## src/rtl/rc4_pkg.sv

```systemverilog
// Shared definitions for the RC4 pipeline stages: state encoding of the
// key-scheduling FSM, array size, default key length and key-byte helper.
package rc4_pkg;

  localparam int N_ENTRIES         = 256;
  localparam int KEY_BYTES_DEFAULT = 3;
  // Widest key the helper can index; callers zero-extend narrower keys.
  localparam int MAX_KEY_BYTES     = 32;

  typedef enum logic [2:0] {
    IDLE,
    RD_I,
    CAP_I,
    RD_J,
    CAP_J,
    WR_I,
    WR_J
  } ksa_state_t;

  // Big-endian byte select: idx 0 is the most significant byte of an
  // n_bytes-wide key held in the low bits of 'key'.
  function automatic logic [7:0] key_byte(
    input logic [8*MAX_KEY_BYTES-1:0] key,
    input int unsigned                n_bytes,
    input int unsigned                idx
  );
    return key[8*(n_bytes-1-idx) +: 8];
  endfunction

endpackage

```

## src/rtl/ksa_if.sv

```systemverilog
// Start handshake plus single-port S memory bus of the key-scheduling stage.
//
// Handshake: 'en' is sampled on a rising edge only while 'rdy'=1; that edge
// starts a run and latches 'key'. While 'rdy'=0, 'en' is ignored. 'rdy'
// returns to 1 when the run is complete. Memory: 'rddata' is the content
// of 'addr' one cycle after 'addr' is presented with 'wren'=0; a write
// happens on the rising edge where 'wren'=1.
interface ksa_if #(
  parameter int KEY_BYTES = rc4_pkg::KEY_BYTES_DEFAULT
);
  logic                   en;
  logic                   rdy;
  logic [8*KEY_BYTES-1:0] key;
  logic [7:0]             addr;
  logic [7:0]             rddata;
  logic [7:0]             wrdata;
  logic                   wren;

  // Seen from the key-scheduling block.
  modport slave (
    input  en, key, rddata,
    output rdy, addr, wrdata, wren
  );

  // Seen from the controller / memory side.
  modport master (
    output en, key, rddata,
    input  rdy, addr, wrdata, wren
  );
endinterface

```

## src/rtl/ksa.sv

```systemverilog
// RC4 key-scheduling stage. Permutes the 256-entry S memory in place:
// for i in 0..255: j += S[i] + key[i mod KEY_BYTES]; swap S[i], S[j].
// Each i takes six cycles (read i, capture, read j, capture, write i,
// write j), so a run is busy for exactly 1536 cycles.
module ksa
  import rc4_pkg::*;
#(
  parameter int KEY_BYTES = KEY_BYTES_DEFAULT
) (
  input  logic       clk,
  input  logic       rst_n,
  ksa_if.slave       bus,
  output ksa_state_t o_state
);

  localparam logic [7:0] I_LAST    = 8'(N_ENTRIES - 1);
  localparam logic [7:0] KIDX_LAST = 8'(KEY_BYTES - 1);

  ksa_state_t             r_state;
  logic [7:0]             r_i;
  logic [7:0]             r_j;
  logic [7:0]             r_si;
  logic [7:0]             r_kidx;
  logic [8*KEY_BYTES-1:0] r_key;
  logic                   r_rdy;
  logic [7:0]             r_addr;
  logic [7:0]             r_wrdata;
  logic                   r_wren;

  logic [8*MAX_KEY_BYTES-1:0] w_key_wide;
  logic [7:0]                 w_kbyte;
  logic [7:0]                 w_j_next;

  // Zero-extend the latched key to the helper's fixed width.
  always_comb begin
    w_key_wide                  = '0;
    w_key_wide[8*KEY_BYTES-1:0] = r_key;
  end

  assign w_kbyte  = key_byte(w_key_wide, int'(KEY_BYTES), 32'(r_kidx));
  // 8-bit wrap-around is the intended mod 256.
  assign w_j_next = r_j + bus.rddata + w_kbyte;

  // Sequencer: all memory-bus outputs are registered and set up one state
  // ahead, so each state's address/strobe is already on the bus during it.
  always_ff @(posedge clk or negedge rst_n) begin
    if (!rst_n) begin
      r_state  <= IDLE;
      r_i      <= 8'd0;
      r_j      <= 8'd0;
      r_si     <= 8'd0;
      r_kidx   <= 8'd0;
      r_key    <= '0;
      r_rdy    <= 1'b1;
      r_addr   <= 8'd0;
      r_wrdata <= 8'd0;
      r_wren   <= 1'b0;
    end else begin
      case (r_state)
        IDLE: begin
          r_wren <= 1'b0;
          if (bus.en) begin
            r_key   <= bus.key;
            r_i     <= 8'd0;
            r_j     <= 8'd0;
            r_kidx  <= 8'd0;
            r_rdy   <= 1'b0;
            r_addr  <= 8'd0;
            r_state <= RD_I;
          end
        end
        RD_I: begin
          r_state <= CAP_I;
        end
        CAP_I: begin
          r_si    <= bus.rddata;
          r_j     <= w_j_next;
          r_addr  <= w_j_next;
          r_state <= RD_J;
        end
        RD_J: begin
          r_state <= CAP_J;
        end
        CAP_J: begin
          // S[j] goes straight to the write-data register for the i write.
          r_wrdata <= bus.rddata;
          r_addr   <= r_i;
          r_wren   <= 1'b1;
          r_state  <= WR_I;
        end
        WR_I: begin
          r_wrdata <= r_si;
          r_addr   <= r_j;
          r_state  <= WR_J;
        end
        WR_J: begin
          r_wren <= 1'b0;
          r_i    <= r_i + 8'd1;
          r_kidx <= (r_kidx == KIDX_LAST) ? 8'd0 : r_kidx + 8'd1;
          if (r_i == I_LAST) begin
            // Address is left as-is while idle.
            r_rdy   <= 1'b1;
            r_state <= IDLE;
          end else begin
            r_addr  <= r_i + 8'd1;
            r_state <= RD_I;
          end
        end
        default: begin
          r_wren  <= 1'b0;
          r_rdy   <= 1'b1;
          r_state <= IDLE;
        end
      endcase
    end
  end

  assign bus.rdy    = r_rdy;
  assign bus.addr   = r_addr;
  assign bus.wrdata = r_wrdata;
  assign bus.wren   = r_wren;
  assign o_state    = r_state;

endmodule

```

## src/flat_wrapper.sv

```systemverilog
// flat-port wrapper written by rule: the top's interface ports become plain ports
module ksa_flat import rc4_pkg::*;
#(
  parameter int KEY_BYTES = KEY_BYTES_DEFAULT
)
  (clk, rst_n, o_state, bus_en, bus_key, bus_rddata, bus_rdy, bus_addr, bus_wrdata, bus_wren);
  ksa_if #(.KEY_BYTES(KEY_BYTES)) bus_i ();
  input  logic clk;
  input  logic rst_n;
  output ksa_state_t o_state;
  input wire logic [$bits(bus_i.en)-1:0] bus_en;
  input wire logic [$bits(bus_i.key)-1:0] bus_key;
  input wire logic [$bits(bus_i.rddata)-1:0] bus_rddata;
  output wire logic [$bits(bus_i.rdy)-1:0] bus_rdy;
  output wire logic [$bits(bus_i.addr)-1:0] bus_addr;
  output wire logic [$bits(bus_i.wrdata)-1:0] bus_wrdata;
  output wire logic [$bits(bus_i.wren)-1:0] bus_wren;
  assign bus_i.en = bus_en;
  assign bus_i.key = bus_key;
  assign bus_i.rddata = bus_rddata;
  assign bus_rdy = bus_i.rdy;
  assign bus_addr = bus_i.addr;
  assign bus_wrdata = bus_i.wrdata;
  assign bus_wren = bus_i.wren;
  ksa #(.KEY_BYTES(KEY_BYTES)) u_core (.clk(clk), .rst_n(rst_n), .bus(bus_i), .o_state(o_state));
endmodule
```

## config.mk

```make
export PLATFORM = sky130hd
export DESIGN_NAME = ksa_flat
export DESIGN_NICKNAME = d
export VERILOG_FILES = /design/src/rtl/rc4_pkg.sv /design/src/rtl/ksa_if.sv /design/src/rtl/ksa.sv /design/src/flat_wrapper.sv
export SDC_FILE = /design/constraint.sdc
export NUM_CORES = 1
export LEC_CHECK = 0
export CELL_PAD_IN_SITES_DETAIL_PLACEMENT = 1
export CELL_PAD_IN_SITES_GLOBAL_PLACEMENT = 2
export CORE_ASPECT_RATIO = 0.5
export CORE_MARGIN = 2
export CORE_UTILIZATION = 35
export DETAILED_ROUTE_END_ITERATION = 10
export PLACE_DENSITY_LB_ADDON = 0.15
export SYNTH_ARGS = -nofsm -noshare
export SYNTH_HDL_FRONTEND = slang
export SYNTH_SLANG_ARGS = --single-unit
```

## constraint.sdc

```tcl
create_clock -name clk -period 5.07 [get_ports clk]
set_input_delay 1.014 -clock clk [delete_from_list [all_inputs] [get_ports clk]]
set_output_delay 1.014 -clock clk [all_outputs]
set_load 0.02 [all_outputs]
```

==> out/summary.md, run 1 <==
The flow ran to the end, and the final reports show no timing, DRC or antenna violations. The number of cells traversed by the worst hold path is 2, and the post-detailed-routing wire length is 11400 um. From left edge to right edge, the die measures 158 um.

The switching portion of total power came out at 0.407. The multi-input combinational cells in the finished layout cover a total of 0.00212 mm2. The number of register bits inferred by synthesis is 77, and the combinational share of power is 0.512. At the worst endpoint, the arrival time is 4.49 ns. For this design the ratio of total power to cell area is 732 mW/mm2.

Entering global routing, the biggest net connects 78 pins. The slack of the worst reg-to-reg path was 0.83 ns; the actual transition at the worst max-transition pin was 1.05 ns. The number of global-route vias before repair was 3367; the number of maximum-capacitance constraint violations was 0. The deepest level of the CTS H-tree was 3.

Setup violations remaining at the end of the flow were counted as 0. The tools report the number of buffers inserted during clock tree synthesis as 9. The run gives 0.462 as the post-synthesis sequential area ratio.

For hold timing, the worst endpoint is u_core.bus.wrdata[0]$_DFFE_PN0P_. Traced cell by cell, the critical path runs through inv_1 > ha_1 > nor2b_1 > nand2_1 > o21ai_0 > and2_1 > fa_1 > ha_1 > inv_1 > fa_1 > nand2b_1 > a21oi_1 > o21ai_0 > nand2b_1 > xnor3_2 > o21ai_1. Slowest stage cell on the critical path: sky130_fd_sc_hd__dfrtp_1.

In this run the static leakage power is 2.26 nW. The top cell type's share of synthesized area came out at 0.456. In the final routed layout, each cell accounts on average for 18.2 um. For the utilization after layout, the log shows 0.443. Ranked by total cell area, the synthesized netlist is headed by sky130_fd_sc_hd__dfrtp_1 (46%), sky130_fd_sc_hd__nand2_1 (6.6%), sky130_fd_sc_hd__mux2_2 (6.5%). After clock tree synthesis, the repair step resized 0 gates.

Clock-pin slew was measured on the worst setup and hold paths at 0.06 ns. In this run the count of I/O pins placed on the die edge is 56. For the worst-skew pair, the clock arrives at the later sink with an insertion delay of 0.33 ns. For the max-slew violation count, the log shows 0. The delay of the slowest critical-path stage works out to 0.83 ns.

The tools report the starting density of the core as 0.356. The biggest area consumer among synthesized cells was sky130_fd_sc_hd__dfrtp_1. STA classifies the critical path startpoint as a register. The min-delay analysis places its worst path in the category reg2reg.

From synthesis to final layout, the design area changed by 24.4%. The startpoint identified for the worst hold timing path is u_core.bus.wrdata[0]$_DFFE_PN0P_. Placeable core region: 0.0117 mm2. The total overflow left after global routing is 0. During synthesis, Yosys emitted a total of 0 warnings. After synthesis, the mean cell area works out to 10.1 um2. Most common cell in the netlist: sky130_fd_sc_hd__dfrtp_1. Worst reg-to-reg path cell count: 16. Cell internal power was estimated by the tool at 0.00225 W. After synthesis, the most frequently instantiated cells are sky130_fd_sc_hd__dfrtp_1 (76), sky130_fd_sc_hd__nand2_1 (73), sky130_fd_sc_hd__o21ai_0 (47).

In this run the core area contains 28 standard-cell rows. The fraction of final layout cells with drive strength greater than 1 works out to 0.110. The wire length of the first global-routing pass is 18500 um, and the number of library cell types mapped by synthesis is 48. The relative contribution of the clock network to total power was 0.196; the required arrival time at the worst endpoint was 5.32 ns. Adding up every negative setup slack in the final design gives 0 ns. For the count of hold-fix buffers inserted at cts, the log shows 0. The number of DRC violations after detailed routing is 0, and the net switching component of the power is 0.00154 W.

The die is 81.2 um tall. Of all nets on the critical path, the largest fanout is 17. The startpoint of the most critical register-to-register path was u_core.r_kidx[0]$_DFFE_PN0P_.

At the end of routability-driven placement, the weighted congestion stood at 0.802. The maximum ir drop on the vdd rail is 0.252 mV, and the final count of hold timing violations is 0. After detailed routing, the number of vias per cell comes to 5.12. Part of the cycle the worst path needs: 0.837. Most frequently used flop master after synthesis: sky130_fd_sc_hd__dfrtp_1. STA classifies the critical path endpoint as a register.

Across the whole layout, storage elements account for 0.00193 mm2. The number of antenna violations at the first check in global routing was 0; the post-DP HPWL was 8210 um. TritonCTS built the clock tree. The routed design could run at a clock period as short as 4.24 ns.

The async set-or-reset flop fraction in the synthesized netlist came out at 1.00. Setup repair after global routing left no endpoint under its margin. The cell sitting at the root of the clock tree is a sky130_fd_sc_hd__clkbuf_16. The number of enable flip-flop cells after synthesis came out at 0. The run gives 3210 as the via total after detailed routing. The mapped netlist covers 0.00417 mm2. The kind of cell adding the most delay to the critical path is adder cells. The number of buffers and inverters on the critical path is 2. The antenna cell count is 0, and the number of detailed-route iterations in the first pass is 4. Counting every sink on the clock net gives 77. The tools report the buffer levels on the longest clock path as 2.

For the fill cell instance count of the final layout, the log shows 1316. Overall track demand over capacity in global routing: 0.193. The tools report the full die area as 0.0129 mm2. During placement, the flow inserted port buffers numbering 55. Derived from the worst setup path, the maximum achievable clock frequency is 236 MHz. The worst register-to-register path ends at u_core.bus.addr[7]$_DFFE_PN0P_.

The detailed router finished its first iteration with 146 violations. The logs give 463 for the net count of the mapped netlist and 411 for the number of standard cells after synthesis. The logs give 0 for the buffer count from post-CTS setup fixing and 0.00509 ns for the setup clock skew after layout. The sequential fraction of design power is 0.292, and the net total in the final layout is 509. The number of nets with antenna violations after routing was 0.

Relative max-transition margin: 0.299. The worst setup path is of the reg2reg kind.
worst reg2reg max path, cell delays in order (launching register included):
cell                       delay, ns
sky130_fd_sc_hd__dfrtp_1        0.83
sky130_fd_sc_hd__inv_1          0.11
sky130_fd_sc_hd__ha_1           0.43
sky130_fd_sc_hd__nor2b_1        0.27
sky130_fd_sc_hd__nand2_1        0.13
sky130_fd_sc_hd__o21ai_0        0.08
sky130_fd_sc_hd__and2_1         0.19
sky130_fd_sc_hd__fa_1           0.49
sky130_fd_sc_hd__ha_1           0.17
sky130_fd_sc_hd__inv_1          0.05
sky130_fd_sc_hd__fa_1           0.37
sky130_fd_sc_hd__nand2b_1       0.19
sky130_fd_sc_hd__a21oi_1        0.19
sky130_fd_sc_hd__o21ai_0        0.10
sky130_fd_sc_hd__nand2b_1       0.10
sky130_fd_sc_hd__xnor3_2        0.33
sky130_fd_sc_hd__o21ai_1        0.14
how the worst max path moves through the flow:
stage                                 start                             end  slack (ns)  depth (start not counted)
3_3_place_gp   u_core.r_kidx[0]$_DFFE_PN0P_  u_core.bus.addr[7]$_DFFE_PN0P_        1.04                         16
4_1_cts        u_core.r_kidx[0]$_DFFE_PN0P_       u_core.r_j[6]$_DFFE_PN0P_        0.83                         14
6_report       u_core.r_kidx[0]$_DFFE_PN0P_  u_core.bus.addr[7]$_DFFE_PN0P_        0.83                         16
3_5_place_dp   u_core.r_kidx[0]$_DFFE_PN0P_       u_core.r_j[6]$_DFFE_PN0P_        0.85                         14
5_1_grt        u_core.r_kidx[0]$_DFFE_PN0P_       u_core.r_j[6]$_DFFE_PN0P_        0.41                         14
2_1_floorplan  u_core.r_kidx[0]$_DFFE_PN0P_  u_core.bus.addr[7]$_DFFE_PN0P_        1.08                         20
flip-flops by register name, summed over array words and instances (netlist names):
register	count
u_core.r_i	8
u_core.bus.wrdata	8
u_core.bus.rdy	1
u_core.bus.wren	1
u_core.r_si	8
u_core.r_j	8
u_core.r_key	24
u_core.o_state	3
u_core.r_kidx	8
u_core.bus.addr	8
kinds of logic (layout without fill, tap and decap cells):
kind of cell	count (synthesis)	in the layout	share of synthesized area
muxes	48	48	0.122
DFF	77	77	0.462
AOI/OAI and AO/OA	90	90	0.140
adders and majority gates	17	17	0.0654
buffers and inverters	30	81	0.0315
and+or+nand+nor	138	138	0.151
xor gates and xnor gates	11	11	0.0267
placed cells by master (no fill, tap or decap), drive strengths merged, types with 2 or more instances in the layout:
cell	count
dfrtp	76
nor2	20
bufinv	3
nor2b	5
inv	8
xor2	8
buf	3
xnor2	2
o41ai	3
a32oi	2
a211o	2
a21o	4
nand2	74
a22oi	4
clkdlybuf4s50	54
a22o	7
a21oi	7
o22ai	3
clkinv	2
and3	2
nor3	5
clkbuf	10
mux2	24
o21ai	51
mux2i	24
and2	8
o31ai	2
ha	9
nand4	3
nand3	11
fa	8
nand2b	5
power by group through the flow:
stage | Combinational, W | Sequential (W) | Clock [W]
after CTS | 0.00198 | 0.00111 | 0.000760
after global placement | 0.00189 | 0.00110 | 0
final | 0.00194 | 0.00111 | 0.000745
after floorplan | 0.00136 | 0.00108 | 0
after global routing | 0.00220 | 0.00115 | 0.000788
after detailed placement | 0.00196 | 0.00112 | 0
per-layer routing:
| metal | GRT usage | routed length (um) |
|---|---|---|
| met1 | 0.277 | 5710 |
| met2 | 0.297 | 5140 |
| met3 | 0.0416 | 448 |
| met4 | 0.0495 | 142 |
| met5 | 0 | 0 |
area by class of cell:
type / instances / share of cell area
Clock buffer: 10 / 0.0441
Clock inverter: 6 / 0.0215
Inverter: 8 / 0.00579
Multi-Input combinational cell: 304 / 0.409
Sequential cell: 77 / 0.372
Tap cell: 165 / 0.0398
Timing Repair Buffer: 57 / 0.109
through the flow:
stage | area [um2] | setup slack (ns) | power [W] | cells | hold slack, ns
final | 5190 | 0.829 | 0.00380 | 627 | 0.478
after global routing | 5190 | 0.411 | 0.00413 | 627 | 0.513
after CTS | 5190 | 0.831 | 0.00385 | 627 | 0.486
after detailed placement | 4850 | 0.855 | 0.00308 | 611 | 0.472
after global placement | 4850 | 1.04 | 0.00299 | 611 | 0.459
after floorplan | 4170 | 1.08 | 0.00244 | 411 | 0.445
Power figures use the tool's default switching activity.
==> inputs of run 2 (changes only) <==
CORE_UTILIZATION = 32   (was 35)
clock period = 3.7 ns   (was 5.07 ns; I/O delays follow)
==> out/summary.md, run 2 (synthesis results as in run 1) <==
The flow ran to the end, and the final reports show no timing, DRC or antenna violations. The run gives 0.18 ns as the slack of the worst reg-to-reg path. The class of the worst hold path was reg2reg.

The worst reg2reg path endpoint is u_core.bus.addr[7]$_DFFE_PN0P_. The slowest stage cell on the critical path is sky130_fd_sc_hd__a2111o_1. The arrival time at the worst endpoint was 3.78 ns; the count of hold-fix buffers inserted at cts was 0. The combinational share of power was 0.553; the starting density of the core was 0.328. The detail route stage leaves a number of antenna-violating nets equal to 0. The y dimension of the die was 84.7 um. The max-slew violation count is 0, and the actual transition at the worst max-transition pin is 1.02 ns. The run gives 0 as the final count of hold timing violations. The final setup TNS was 0 ns; the switching portion of total power was 0.417. The layout overhead on the synthesized area works out to 27.4%. The floorplan step set the die width to 165 um. The number of global-route vias before repair was 3499; the clock slew at the register clock pins of the worst setup and hold paths was 0.07 ns. At the later pin of the worst-skew pair, clock insertion delay measures 0.35 ns.

Average vias per placed instance: 5.06. Once detailed placement completed, the half-perimeter wirelength came to 8270 um. Register name with the most flops: u_core.r_key.

In this design, the critical path's most frequently occurring cell is sky130_fd_sc_hd__o21ai_1. The floorplan step defined a die boundary enclosing 0.0140 mm2. For this run the aggregate overflow at the end of global routing stands at 0. After floorplanning, the core was sized to cover 0.0127 mm2. In the routed design, unresolved DRC markers number 0. The minimum clock period after layout works out to 3.52 ns. The count of pins on the block boundary came out at 56. The net switching component of the power was 0.00226 W. The via total after detailed routing was 3262; the worst reg-to-reg path cell count was 13. The tool flagged a number of max-cap violations equal to 0. The setup clock skew after layout came out at 0.00746 ns. TritonCTS built the clock tree. The minimum setup slack after placement was -0.0281 ns; the number of buffers inserted during clock tree synthesis was 9. By startpoint and endpoint, the worst setup path is classified as reg2reg.

Of all nets on the critical path, the largest fanout is 7. The relative max-transition margin is 0.321. In this run the most critical hold path is launched from u_core.r_si[1]$_DFFE_PN0P_.

After floorplanning, the core was divided into 29 placement rows. Traced cell by cell, the critical path runs through a2111o_1 > or3_4 > a22oi_4 > buf_4 > and2_1 > fa_1 > ha_4 > nand2b_4 > a21oi_2 > o21ai_1 > nand2b_1 > xnor3_2 > o21ai_1. For the overall track demand over capacity in global routing, the log shows 0.181.

After detailed routing, the average wire length per cell comes to 17.9 um. Most frequent standard cell in the layout excluding fill and tap cells: sky130_fd_sc_hd__dfrtp_1. The run gives 0.276 as the sequential fraction of design power.

In this run the power density over the cells is 1020 mW/mm2. The H-tree generated during clock tree synthesis spans 3 levels. The global placer's final weighted congestion came out at 0.834. The element type at the critical path end is a register. The part of the cycle the worst path needs was 0.951. Number of antenna violations at the first check in global routing: 0.

Entering global routing, the biggest net connects 78 pins. The count of clock tree sinks is 77. The first global-routing pass estimated 19300 um of wire. Fill cells in the final layout number 1403.

On the worst path, the slowest cell contributes a delay of 0.46 ns. The tools report the relative contribution of the clock network to total power as 0.171. Setup slack on the critical path of the routed design comes to 0.183 ns. Endpoint with the worst hold slack: u_core.r_si[1]$_DFFE_PN0P_.

The worst hold path passes through 2 cells. The worst-case IR drop observed on VDD is 0.384 mV. The tools report the final count of negative-setup-slack endpoints as 0. The design draws 0.00542 W. The internal portion of the total power is 0.00316 W. The final layout contains 522 nets. The number of port buffers was 55; the number of flip-flops in the largest register was 24. The cell sitting at the root of the clock tree is a sky130_fd_sc_hd__clkbuf_16. Based on the critical path, the design can be clocked at up to 284 MHz.

The run gives 11500 um as the post-detailed-routing wire length. In this run the critical register-to-register path is launched from u_core.r_kidx[1]$_DFFE_PN0P_. The fraction of final layout cells with drive strength greater than 1 came out at 0.162. For this block, the initial DRC count from the detailed router was 87. The library cells used most frequently in the layout, excluding fill and tap cells, are sky130_fd_sc_hd__dfrtp_1 (74), sky130_fd_sc_hd__nand2_1 (73), sky130_fd_sc_hd__clkdlybuf4s50_1 (54). The required arrival time at the worst endpoint was 3.96 ns.

Counting along the longest clock path gives a buffer depth of 2. The worst setup path is launched from a register. The first detailed-routing pass ran for 4 iterations. The leakage power was 2.32 nW.

The tools report the antenna cell count as 0.
==> run 2: cell types whose count changed in the layout (fill, tap and decap cells not counted), moves of 2 or more <==
cell                        previous run  this run
sky130_fd_sc_hd__nor3_2                0         2
sky130_fd_sc_hd__o21ai_1               4         8
sky130_fd_sc_hd__ha_1                  9         7
sky130_fd_sc_hd__bufinv_16             3         1
sky130_fd_sc_hd__dfrtp_2               0         2
sky130_fd_sc_hd__nor3_1                5         3
sky130_fd_sc_hd__a21oi_2               0         2
sky130_fd_sc_hd__dfrtp_1              76        74
sky130_fd_sc_hd__and2_4                0         2
sky130_fd_sc_hd__buf_4                 3        16
sky130_fd_sc_hd__o21ai_0              47        43
sky130_fd_sc_hd__a21oi_1               7         5
sky130_fd_sc_hd__and2_1                7         5
==> run 2: worst max-delay path by stage <==
stage                                       startpoint                              to  cells past startpoint
after global placement    u_core.r_kidx[0]$_DFFE_PN0P_  u_core.bus.addr[7]$_DFFE_PN0P_                     14
after floorplan           u_core.r_kidx[0]$_DFFE_PN0P_  u_core.bus.addr[7]$_DFFE_PN0P_                     20
after CTS                 u_core.r_kidx[0]$_DFFE_PN0P_  u_core.bus.addr[7]$_DFFE_PN0P_                     13
after detailed placement  u_core.r_kidx[0]$_DFFE_PN0P_  u_core.bus.addr[7]$_DFFE_PN0P_                     14
after global routing      u_core.r_kidx[1]$_DFFE_PN0P_       u_core.r_j[6]$_DFFE_PN0P_                     12
final                     u_core.r_kidx[1]$_DFFE_PN0P_  u_core.bus.addr[7]$_DFFE_PN0P_                     13
==> run 2: cell type report <==
cell class / count / area [um2] / share of cell area
Multi-Input combinational cell: 304 / 2170 / 0.408
Clock buffer: 10 / 239 / 0.0450
Tap cell: 170 / 213 / 0.0400
Clock inverter: 6 / 71.3 / 0.0134
Inverter: 8 / 30.0 / 0.00565
Timing Repair Buffer: 70 / 661 / 0.124
Sequential cell: 77 / 1930 / 0.363
==> run 2: repair_timing <==
action	4_1_cts	5_1_grt
endpoints found under the hold margin	0	0
endpoints found under the setup margin	2	6
buffers inserted	2	1
resized for setup	4	12
pin swaps	2	9
==> run 2: routing by layer <==
metal | part of all wire | vias to the layer above | global-route usage
met4 | 0.010 | 0 | 0.0431
li1 | - | 1554 | -
met5 | 0 | - | 0
met2 | 0.45 | 39 | 0.268
met3 | 0.030 | 11 | 0.0489
met1 | 0.51 | 1658 | 0.264
==> run 2: per-stage QoR <==
step | cells | util | hold WS (ns) | instance area [um2]
6_report | 645 | 0.418 | 0.478 | 5310
5_1_grt | 645 | 0.418 | 0.501 | 5310
4_1_cts | 644 | 0.415 | 0.481 | 5270
3_5_place_dp | 626 | 0.388 | 0.465 | 4930
3_3_place_gp | 626 | 0.388 | 0.460 | 4930
2_1_floorplan | 411 | - | 0.444 | 4180
==> run 2: critical path: cells and delay by family, from the launching register on <==
kind	cells	cell delay, ns
flops	1	0.45
buf+inv	1	0.17
xor+xnor	1	0.25
compound gates	5	1.14
simple gates	4	0.65
fa+ha+maj	2	0.78
==> run 2: power groups by stage <==
stage / sequential (W) / combinational, W / clock, W
finish: 0.00150 / 0.00299 / 0.000926
global route: 0.00155 / 0.00333 / 0.000994
CTS: 0.00150 / 0.00286 / 0.000948
detailed placement: 0.00151 / 0.00276 / 0
global placement: 0.00149 / 0.00266 / 0
floorplan: 0.00148 / 0.00187 / 0
==> inputs of run 3 (changes only) <==
CAP_MARGIN = 20   (was not set)
==> out/summary.md, run 3 (synthesis results as in run 1) <==
Setup violations remaining at the end of the flow were counted as 0. 56 I/O pins were placed. In this run the tool buffered the top-level ports with 55 buffer cells. The worst setup path is launched from a register.

For this run, the detailed router's first-pass iteration total came to 4. The run gives 0 as the antenna cell count. Counting the buffers created by CTS gives 9. The maximum ir drop on the vdd rail is 0.381 mV, and the actual transition at the worst max-transition pin is 0.801 ns. The post-detailed-routing wire length was 11500 um; the number of global-route vias before repair was 3499. Of all nets on the critical path, the largest fanout is 7. The logs give 0.00493 mm2 for the instance area at placement and 8270 um for the post-DP HPWL. The slowest stage of the critical path belongs to the cell sky130_fd_sc_hd__a2111o_1. The number of flip-flops in the largest register works out to 24. The design area is 0.00534 mm2, and the global placer's final weighted congestion is 0.834. The count of nets left with antenna violations once routing finished came out at 0. The total power draw was 0.00541 W; the relative max-transition margin was 0.466. The setup check on the worst reg-to-reg path leaves a slack of 0.18 ns. By instance count, the cell type seen most on the critical path is sky130_fd_sc_hd__o21ai_1. The tools report the starting density of the core as 0.328. The buffer type at the clock tree root was sky130_fd_sc_hd__clkbuf_16. The fill cell instance count of the final layout is 1401. The clock passes through at most 2 buffers. In this run the standard cell core region covers 0.0127 mm2.

The count of cells in the finished layout, fillers not included, comes to 646. The clock net in this run drives a total of 77 sinks. The floorplan step set the die width to 165 um. At the end of the flow, the number of nets in the layout was 523.

Clock-pin slew was measured on the worst setup and hold paths at 0.06 ns. Traced cell by cell, the critical path runs through a2111o_1 > or3_4 > a22oi_4 > buf_4 > and2_1 > fa_1 > ha_4 > nand2b_4 > a21oi_2 > o21ai_1 > nand2b_1 > xnor3_2 > o21ai_1. The deepest level of the CTS H-tree was 3.

The tools report the worst reg2reg path endpoint as u_core.bus.addr[7]$_DFFE_PN0P_. Setup total negative slack on the finished layout was measured at 0 ns. In this run, placement finished with an instance count of 626. STA puts the critical path data required time at 3.96 ns. For this run, the slowest stage of the critical path takes 0.46 ns.

The logs give 0 for the max-slew violation count and 284 MHz for the achievable frequency. The most frequent standard cell in the layout excluding fill and tap cells is sky130_fd_sc_hd__dfrtp_1. Compared with the post-synthesis result, the final layout area differs by 28.0%.

The later pin in the worst-skew pair is clocked with a latency of 0.35 ns. Setup clock skew after layout: 0.00790 ns. For the count of hold-fix buffers inserted at cts, the log shows 0. For the wire length of the first global-routing pass, the log shows 19300 um.

Summed over all cells, the static leakage comes to 2.33 nW. In this run the power density over the cells is 1010 mW/mm2. The final count of hold timing violations came out at 0.

Data arrives at the worst endpoint at 3.78 ns. For this block, the initial DRC count from the detailed router was 131. The tightest hold path in the finished design has a slack of 0.356 ns.

Y dimension of the die: 84.7 um. The register name with the most flops was u_core.r_key. The worst setup path is captured at a register. The die covers 0.0140 mm2.

The fraction of final layout cells with drive strength greater than 1 was 0.164. The flow ran to the end, and the final reports show no timing, DRC or antenna violations. The wire length per cell after detailed routing came out at 17.9 um. The worst setup path is of the reg2reg kind.

The number of buffers and inverters on the critical path is 1. The kind of cell with the highest combined delay along the critical path is compound AO/OA/AOI/OAI gates. The part of the cycle the worst path needs came out at 0.951. Entering global routing, the biggest net connects 78 pins.

After detailed routing, the number of vias per cell comes to 5.04. For the number of standard-cell rows in the floorplan, the log shows 29. The number of antenna violations at the first check in global routing was 0; the number of DRC violations after detailed routing was 0. The detailed router placed 3257 vias in this run. The tools report the overall track demand over capacity in global routing as 0.181.

The minimum clock period after layout is 3.52 ns. TritonCTS built the clock tree. The tool flagged a number of max-cap violations equal to 0.

The tools report the final global-route overflow total as 0. The worst reg-to-reg path cell count came out at 13. The library cells used most frequently in the layout, excluding fill and tap cells, are sky130_fd_sc_hd__dfrtp_1 (74), sky130_fd_sc_hd__nand2_1 (73), sky130_fd_sc_hd__clkdlybuf4s50_1 (54).

Class of the worst hold path: in2async. The startpoint of the most critical register-to-register path is u_core.r_kidx[1]$_DFFE_PN0P_.
-- run 3: cell count changes in the layout (fill, tap and decap cells not counted), sizes merged --
cell  before  now
buf       16   17
-- run 3: worst reg2reg max path, delay by kind of cell (launching register included) --
family,cells,cell delay [ns]
xor+xnor,1,0.25
buf+inv,1,0.17
compound gates,5,1.14
fa+ha+maj,2,0.78
flops,1,0.45
simple gates,4,0.65
-- run 3: power breakdown --
part           switching [W]  internal, W  total [W]  leakage [nW]
Combinational        0.00156      0.00143    0.00299          1.22
Clock               0.000378     0.000546   0.000924         0.145
Sequential          0.000308      0.00119    0.00150         0.972
Total                0.00225      0.00316    0.00541          2.33
-- run 3: routing by layer --
metal  vias up  global-route usage  routed length, um
met1      1652               0.264               5910
met4         0              0.0431                117
met3        12              0.0489                353
met2        35               0.268               5150
li1       1558                   -                  -
met5         -                   0                  0
-- run 3: final cells by class --
class	instances	area, um2	area share
Clock inverter	6	71.3	0.0134
Sequential cell	77	1930	0.362
Clock buffer	10	239	0.0448
Multi-Input combinational cell	304	2170	0.406
Tap cell	170	213	0.0398
Inverter	8	30.0	0.00562
Timing Repair Buffer	71	688	0.129
-- run 3: timing repair --
item,in CTS,in global routing
gates resized for setup,4,12
setup endpoints to repair,2,6
setup buffers,2,1
pin swaps,2,9
-- run 3: how the worst max path moves through the flow --
stage,endpoint,startpoint,cells past startpoint
floorplan,u_core.bus.addr[7]$_DFFE_PN0P_,u_core.r_kidx[0]$_DFFE_PN0P_,20
global placement,u_core.bus.addr[7]$_DFFE_PN0P_,u_core.r_kidx[0]$_DFFE_PN0P_,14
detailed placement,u_core.bus.addr[7]$_DFFE_PN0P_,u_core.r_kidx[0]$_DFFE_PN0P_,14
CTS,u_core.bus.addr[7]$_DFFE_PN0P_,u_core.r_kidx[0]$_DFFE_PN0P_,13
global route,u_core.r_j[6]$_DFFE_PN0P_,u_core.r_kidx[1]$_DFFE_PN0P_,12
finish,u_core.bus.addr[7]$_DFFE_PN0P_,u_core.r_kidx[1]$_DFFE_PN0P_,13
-- run 3: metrics by stage --
stage / worst slack (ns) / util
after floorplan: 0.0118 / -
after global placement: 0.0748 / 0.388
after detailed placement: -0.0281 / 0.388
after CTS: 0.0214 / 0.415
after global routing: -0.0217 / 0.420
final: 0.182 / 0.420
